--- config.mk ---
export PLATFORM = sky130hd
export DESIGN_NAME = cvxif_act_unit
export DESIGN_NICKNAME = d
export VERILOG_FILES = /design/src/rtl/cvxif_act_unit.sv
export SDC_FILE = /design/constraint.sdc
export NUM_CORES = 1
export LEC_CHECK = 0
export BUFFER_PORTS_ARGS = -buffer_cell sky130_fd_sc_hd__buf_2
export CORE_MARGIN = 10
export CORE_UTILIZATION = 30
export CTS_CLUSTER_SIZE = 20
export DETAILED_ROUTE_END_ITERATION = 8
export GPL_TIMING_DRIVEN = 0
export PLACE_DENSITY = 0.6
export SYNTH_ARGS = -nofsm -noshare
export SYNTH_HDL_FRONTEND = slang
export SYNTH_SLANG_ARGS = --single-unit
--- constraint.sdc ---
create_clock -name clk_i -period 5.6 [get_ports clk_i]
set_input_delay 0.28 -clock clk_i [delete_from_list [all_inputs] [get_ports clk_i]]
set_output_delay 0.28 -clock clk_i [all_outputs]
set_load 0.03 [all_outputs]
--- src/rtl/cvxif_act_unit.sv ---
// ----------------------------------------------------------------------------
// cvxif_act_unit
//
// CV-X-IF style coprocessor unit that applies per-lane activation functions
// to a packed SIMD operand and returns results through a small in-order FIFO.
//
// Supported instructions (opcode 7'b0101011, funct3 in instr[14:12]):
//   000 ReLU  : max(x, 0)
//   001 LEAKY : x >= 0 ? x : x >>> s, s = rs2[log2(LANE_W)-1:0] (all lanes)
//   010 CLAMP : min(max(x, 0), max(b, 0)), b = same lane of rs2
//
// Optional feature macro:
//   CVXIF_ACT_CLAMP_EN - when defined, CLAMP is decoded and implemented.
//                        When undefined, funct3=010 is rejected and no clamp
//                        datapath exists.
//
// Ports:
//   clk_i, rst_ni        clock, synchronous active-low reset
//   issue_valid_i        issue request valid
//   issue_ready_o        FIFO has room (registered count only)
//   issue_instr_i        instruction word
//   issue_id_i           instruction ID
//   issue_rs1_i/rs2_i    source operands
//   issue_accept_o       instruction decodes as supported (combinational)
//   issue_writeback_o    instruction writes rd (same as accept)
//   flush_i              drop all pending results
//   result_valid_o       FIFO head valid
//   result_ready_i       consumer takes FIFO head
//   result_id_o/rd_o     ID and destination register of FIFO head
//   result_data_o        result data of FIFO head
//
// Handshakes: a transfer happens on a rising edge where valid and ready are
// both 1. Issue additionally requires the instruction to be supported.
// Result outputs hold steady while valid=1 and ready=0.
// ----------------------------------------------------------------------------
module cvxif_act_unit #(
    parameter int XLEN       = 32,
    parameter int LANE_W     = 8,
    parameter int FIFO_DEPTH = 4,
    parameter int ID_W       = 3
) (
    input  logic            clk_i,
    input  logic            rst_ni,
    input  logic            issue_valid_i,
    output logic            issue_ready_o,
    input  logic [31:0]     issue_instr_i,
    input  logic [ID_W-1:0] issue_id_i,
    input  logic [XLEN-1:0] issue_rs1_i,
    input  logic [XLEN-1:0] issue_rs2_i,
    output logic            issue_accept_o,
    output logic            issue_writeback_o,
    input  logic            flush_i,
    output logic            result_valid_o,
    input  logic            result_ready_i,
    output logic [ID_W-1:0] result_id_o,
    output logic [4:0]      result_rd_o,
    output logic [XLEN-1:0] result_data_o
);

    localparam int LANES = XLEN / LANE_W;
    localparam int SH_W  = $clog2(LANE_W);
    localparam int PTR_W = $clog2(FIFO_DEPTH);
    localparam int CNT_W = PTR_W + 1;
    localparam logic [CNT_W-1:0] DEPTH_C = CNT_W'(FIFO_DEPTH);

    // ------------------------------------------------------------------
    // Decode
    // ------------------------------------------------------------------
    logic [6:0] opcode;
    logic [2:0] funct3;
    logic       supported;

    assign opcode = issue_instr_i[6:0];
    assign funct3 = issue_instr_i[14:12];

    always_comb begin
        supported = 1'b0;
        if (opcode == 7'b0101011) begin
            case (funct3)
                3'b000:  supported = 1'b1;
                3'b001:  supported = 1'b1;
`ifdef CVXIF_ACT_CLAMP_EN
                3'b010:  supported = 1'b1;
`endif
                default: supported = 1'b0;
            endcase
        end
    end

    assign issue_accept_o    = supported;
    assign issue_writeback_o = supported;

    // ------------------------------------------------------------------
    // Lane datapath (purely combinational, evaluated in the issue cycle)
    // ------------------------------------------------------------------
    logic [SH_W-1:0] shamt;
    logic [XLEN-1:0] alu_res;

    assign shamt = issue_rs2_i[SH_W-1:0];

    for (genvar g = 0; g < LANES; g++) begin : g_lane
        logic signed [LANE_W-1:0] x;
        logic signed [LANE_W-1:0] relu_v;
        logic signed [LANE_W-1:0] leaky_v;
        logic signed [LANE_W-1:0] lane_res;

        assign x       = issue_rs1_i[g*LANE_W +: LANE_W];
        assign relu_v  = x[LANE_W-1] ? '0 : x;
        // Arithmetic shift floors toward minus infinity for negative x.
        assign leaky_v = x[LANE_W-1] ? (x >>> shamt) : x;

`ifdef CVXIF_ACT_CLAMP_EN
        logic signed [LANE_W-1:0] b;
        logic signed [LANE_W-1:0] bpos;
        logic signed [LANE_W-1:0] clamp_v;

        assign b       = issue_rs2_i[g*LANE_W +: LANE_W];
        assign bpos    = b[LANE_W-1] ? '0 : b;
        // Both operands are non-negative here, so the compare is safe.
        assign clamp_v = (relu_v > bpos) ? bpos : relu_v;
`endif

        always_comb begin
            lane_res = relu_v;
            case (funct3)
                3'b001:  lane_res = leaky_v;
`ifdef CVXIF_ACT_CLAMP_EN
                3'b010:  lane_res = clamp_v;
`endif
                default: lane_res = relu_v;
            endcase
        end

        assign alu_res[g*LANE_W +: LANE_W] = lane_res;
    end

    // Bits of the inputs the datapath never looks at.
`ifdef CVXIF_ACT_CLAMP_EN
    logic unused_bits;
    assign unused_bits = ^issue_instr_i[31:15];
`else
    logic unused_bits;
    assign unused_bits = ^{issue_instr_i[31:15], issue_rs2_i[XLEN-1:SH_W]};
`endif

    // ------------------------------------------------------------------
    // Result FIFO
    // ------------------------------------------------------------------
    logic [PTR_W-1:0] wptr_q, wptr_d;
    logic [PTR_W-1:0] rptr_q, rptr_d;
    logic [CNT_W-1:0] count_q, count_d;

    logic [ID_W-1:0]  mem_id   [FIFO_DEPTH];
    logic [4:0]       mem_rd   [FIFO_DEPTH];
    logic [XLEN-1:0]  mem_data [FIFO_DEPTH];

    logic push;
    logic pop;

    // Ready depends only on the registered count, so a full FIFO refuses
    // issue even if the head is popped in the same cycle.
    assign issue_ready_o  = (count_q != DEPTH_C);
    assign result_valid_o = (count_q != '0);

    assign push = issue_valid_i & issue_ready_o & supported;
    assign pop  = result_valid_o & result_ready_i;

    always_comb begin
        wptr_d  = wptr_q;
        rptr_d  = rptr_q;
        count_d = count_q;
        if (flush_i) begin
            wptr_d  = '0;
            rptr_d  = '0;
            count_d = '0;
        end else begin
            if (push) wptr_d = wptr_q + 1'b1;
            if (pop)  rptr_d = rptr_q + 1'b1;
            case ({push, pop})
                2'b10:   count_d = count_q + 1'b1;
                2'b01:   count_d = count_q - 1'b1;
                default: count_d = count_q;
            endcase
        end
    end

    always_ff @(posedge clk_i) begin
        if (!rst_ni) begin
            wptr_q  <= '0;
            rptr_q  <= '0;
            count_q <= '0;
        end else begin
            wptr_q  <= wptr_d;
            rptr_q  <= rptr_d;
            count_q <= count_d;
        end
    end

    // Storage needs no reset: the outputs are masked while the FIFO is empty.
    always_ff @(posedge clk_i) begin
        if (push && !flush_i) begin
            mem_id[wptr_q]   <= issue_id_i;
            mem_rd[wptr_q]   <= issue_instr_i[11:7];
            mem_data[wptr_q] <= alu_res;
        end
    end

    assign result_id_o   = result_valid_o ? mem_id[rptr_q]   : '0;
    assign result_rd_o   = result_valid_o ? mem_rd[rptr_q]   : '0;
    assign result_data_o = result_valid_o ? mem_data[rptr_q] : '0;

endmodule

==> After elaboration in Yosys (flattened, before gate mapping) <==
Memories as Yosys holds them, arrays and structs flattened. A register that Yosys moved wholly into a read port is not among the register bits.
Index checks and enable logic that the tools add are counted.
{ "totals": {"reg_bits": 7, "n_memories": 3, "mem_bits_rw": 160, "output_inout_bits": 44} }
{ "op_classes": {"n_mux": 26, "bitwise_logic": 4, "n_addsub": 4, "n_shift": 4, "n_eq_ne": 5, "reduce_logical": 7} }
{ "memory_table": {"columns": ["name", "depth", "word_bits", "rd", "rd_clocked_by_memory_dff", "wr", "line", "source"], "rows": [
  ["mem_data", 4, 32, 1, 1, 1, "155", "logic [XLEN-1:0] mem_data [FIFO_DEPTH];"],
  ["mem_rd", 4, 5, 1, 1, 1, "154", "logic [4:0] mem_rd [FIFO_DEPTH];"],
  ["mem_id", 4, 3, 1, 1, 1, "153", "logic [ID_W-1:0] mem_id [FIFO_DEPTH];"]
]} }
{ "op_table": {"columns": ["cell", "count"], "rows": [
  ["8-bit 2-to-1 mux", 8],
  ["32-bit 2-to-1 mux", 1],
  ["8-bit by 3-bit >>> shifter with 8-bit output", 4],
  ["7-bit 2-to-1 mux", 4],
  ["2-bit 2-to-1 mux", 6],
  ["7-bit by 6-bit == test with 1-bit output, second input constant", 1],
  ["3-bit one-hot mux with 2 select lines", 1],
  ["5-bit 2-to-1 mux", 1],
  ["2-bit by 1-bit adder with 2-bit output, second input constant", 2],
  ["1-bit 2-to-1 mux", 4],
  ["2-bit OR reduction", 2],
  ["3-bit by 1-bit adder with 3-bit output, second input constant", 1],
  ["1-bit bitwise AND", 3],
  ["3-bit by 1-bit == test with 1-bit output, second input constant", 1],
  ["3-bit logical NOT", 1],
  ["3-bit 2-to-1 mux", 1],
  ["3-bit != test, second input constant", 1],
  ["3-bit nonzero test", 1],
  ["3-bit by 1-bit subtractor with 3-bit output, second input constant", 1],
  ["2-bit by 1-bit == test with 1-bit output, second input constant", 1],
  ["2-bit == test, second input constant", 1],
  ["2-bit nonzero test", 1],
  ["1-bit logical AND", 1],
  ["1-bit logical NOT", 1],
  ["1-bit NOT", 1]
]} }

==> Longest topological paths before layout <==
{ "depth": {"depth_word": 8, "depth_mapped": 9} }

==> Least setup slack after synthesis <==
No wires, ideal clock.
{ "synth_path": {"path_type": "input -> register", "from": "input port issue_instr_i[4]", "to": "memory mem_data[0][0], enable pin", "cell_stages": 4, "setup_ns": 0.495, "arrival_ns": 4.140, "slack_ns": 0.965, "cell_sequence": "nor4bb_1 and3_1 nand3_2 nor3b_1"} }
{ "synth_via": {"elab_chain_len": 6} }
{ "synth_lines": {"columns": ["element", "line", "source"], "rows": [
  ["start, declared", "46", "input logic [31:0] issue_instr_i,"],
  ["7-bit by 6-bit == test with 1-bit output", "78", "if (opcode == 7'b0101011) begin"],
  ["1-bit 2-to-1 mux", "78", null],
  ["net issue_accept_o", "50", "output logic issue_accept_o,"],
  ["1-bit bitwise AND", "165", "assign push = issue_valid_i & issue_ready_o & supported;"],
  ["1-bit logical AND", "201", "if (push && !flush_i) begin"],
  ["1-bit 2-to-1 mux", "201", null],
  ["1-bit 2-to-1 mux (implied by the code)", "204", "mem_data[wptr_q] <= alu_res;"],
  ["end, declared", "155", null]
]} }
The timed path passes the listed nets, and every way through them passes these cells.

==> flow_summary.toml <==
[logic_synthesis]
synth_top_cell_by_area = "edfxtp_1"
async_flop_share_pct = 0
ys.flop_type = "edfxtp_1"
synth-seq-cells = 169
synth_area_um2 = 7700
syn-num-nets = 559
synthTopCellsByArea = "edfxtp_1 62%, mux4_2 15%, and2_1 3.4%"
yosysMostFrequentCell = "edfxtp_1"
synthTopCellsByCount = "160 x edfxtp_1, 52 x mux4_2, 42 x and2_1"
syn_inst = 449
synthDistinctLibCells = 37
synth_edf_count = 160
netlist.area_leader.share_pct = 62.4
avgSynthCellArea_um2 = 17.1
synth_warnings = 0
yosysSeqAreaShare_pct = 64.7

[floorplanning]
row_count = 58
die_height_um = 180
initial_utilization_pct = 30.6
ios = 148
die_area_um2 = 32500
core_um2 = 25200
fp.dieW_um = 180

[sta]
fin_worst_skew_ps = 6.34
setup_viol = 0
post-route-period-util_pct = 45.3
finalHoldViolations = 0
worst_hold_slack_ps = 73.5
drv_slew = 0
max_slew_margin_pct = 34.7
period_minus_slack_ps = 2540
rsz0062_at_grt = "no"
max_freq_mhz = 394
worstMarginPinSlew_ps = 975
setup_slack_ps = 3060

[min_path]
min_path_type = "in -> reg"
whs_path_depth = 1

[routing]
vias_per_cell = 4.85
drt_iter0_drc = 381
drtAntennaViolNets = 0
via_count = 4483
drc = 0
dr.pass1.iters = 4
postRouteWirelength_um = 18400
wl_per_cell_um = 19.9

[critical_path]
crit_chain = "clkbuf_1 > buf_4 > mux4_2 > and2_1 > buf_2"
cp_max_fo = 10
end_kind = "output port"
path_class = "reg -> out"
cp_slowest_cell = "mux4_2"
reg2reg_depth = 6
cp-start-kind = "register"
crit_arrival_ps = 2260
cp_slowest_stage_delay_ps = 590
worstPathRequired_ps = 5320

[layout]
final_cells = 925
finalNetCount = 692
diodes = 0
finalInstanceArea_um2 = 9390
area_growth_pct = 21.9
drive_gt1_share_pct = 37.1

[clocking]
cts_buffer_depth = 2
h-tree-depth = 4
clkLatencyLatePin_ps = 420
postCtsHoldBufs = 0
cts_buffers = 17
cts_tree = "done"
post_cts_buffers = 0
cts-root-buf = "clkbuf_16"
cts.sinks = 169
ctsResizeCount = 0
cts.clk_slew.worst_paths_ps = 70

[placement]
globalplace.congestion = 0.895
dp_slack_ps = 2660
placed_cells = 893
io_buffers = 98
place_area_um2 = 8810
hpwlAfterDp_um = 13700

[pwr]
ir_drop_uv = 173
leakagePower_nw = 3.38
power_density_nw_per_um2 = 283

[global_routing]
antenna_found_initial = 0
grt_pass1_wl_um = 28500
grt_max_degree = 17
grt_pass1_vias = 4779
grt_use_total_pct = 11.4
grt_overflow = 0

[outcome]
status = "finished clean"

[flow_run]
cap_violations = 0
state kept, by name, indices dropped and copies added (netlist names), named ones only:
name,count
count_q,3
mem_data,128
mem_id,12
mem_rd,20
rptr_q,2
wptr_q,2
layer usage:
metal	wire length [µm]	vias to the layer above	track usage, %
met5	0	-	0
met4	99	0	2.36
met3	1200	9	3.98
met2	8850	162	18.1
met1	8250	2281	14.7
li1	-	2031	-
area by class of cell:
type,count,area [µm²]
fill,2335,15800
sequential,169,4980
multi-input combinational,218,2450
timing repair buffer,114,678
clock buffer,18,429
tap,330,413
buffer,29,164
clock inverter,14,148
inverter,33,124
final timing paths:
check	from	end	slack, ps
setup / recovery	register	result_data_o[1]	3060
hold / removal	issue_instr_i[11]	mem_rd[3][4]	70
setup reg to reg	count_q[0]	mem_data[0][23]	3180
hold reg to reg	wptr_q[1]	wptr_q[1]	520
critical path: cells and delay by family, from the launching register on:
family        cells  cell delay (ps)
simple gates      1              190
flops             1              310
mux               1              590
buf+inv           3              760
where the power goes:
part / switching, mW / internal, mW
logic: 0.0754 / 0.0610
clock network: 0.474 / 0.660
registers: 0.0000317 / 1.38
total: 0.549 / 2.11
through the flow:
step | power (mW) | utilization (%) | TNS [ps]
4_1_cts | 2.68 | 37.3 | 0
3_3_place_gp | 1.54 | 34.2 | -256480
3_5_place_dp | 1.55 | 35.0 | 0
2_1_floorplan | 1.49 | - | 0
5_1_grt | 2.75 | 37.3 | 0
6_report | 2.65 | 37.3 | 0
cell families (layout without fill, tap and decap cells):
| group | after synthesis | after routing | synth area share, % |
|---|---|---|---|
| adders and majority gates | 6 | 6 | 1.07 |
| AOI/OAI and AO/OA | 36 | 36 | 2.86 |
| and+or+nand+nor | 94 | 94 | 6.65 |
| buffers and inverters | 62 | 208 | 3.74 |
| DFF | 169 | 169 | 64.7 |
| xor gates and xnor gates | 4 | 4 | 0.455 |
| muxes | 78 | 78 | 20.5 |
layout by cell type, fill, tap and decap left out, types with 4 or more instances in the layout:
master / Yosys / final
buf_4: 5 / 5
buf_2: 4 / 102
nor2_1: 28 / 28
mux4_2: 52 / 52
dfxtp_1: 9 / 9
inv_1: 33 / 33
a21oi_1: 10 / 10
mux2i_1: 9 / 9
mux4_1: 8 / 8
buf_6: 2 / 16
clkbuf_16: 0 / 17
edfxtp_1: 160 / 160
o22ai_1: 20 / 20
nor3b_2: 0 / 4
mux2_2: 8 / 8
nand2_1: 8 / 8
clkbuf_1: 16 / 17
and2_1: 42 / 42
ha_1: 5 / 5
(Power assumes the default switching activity.)
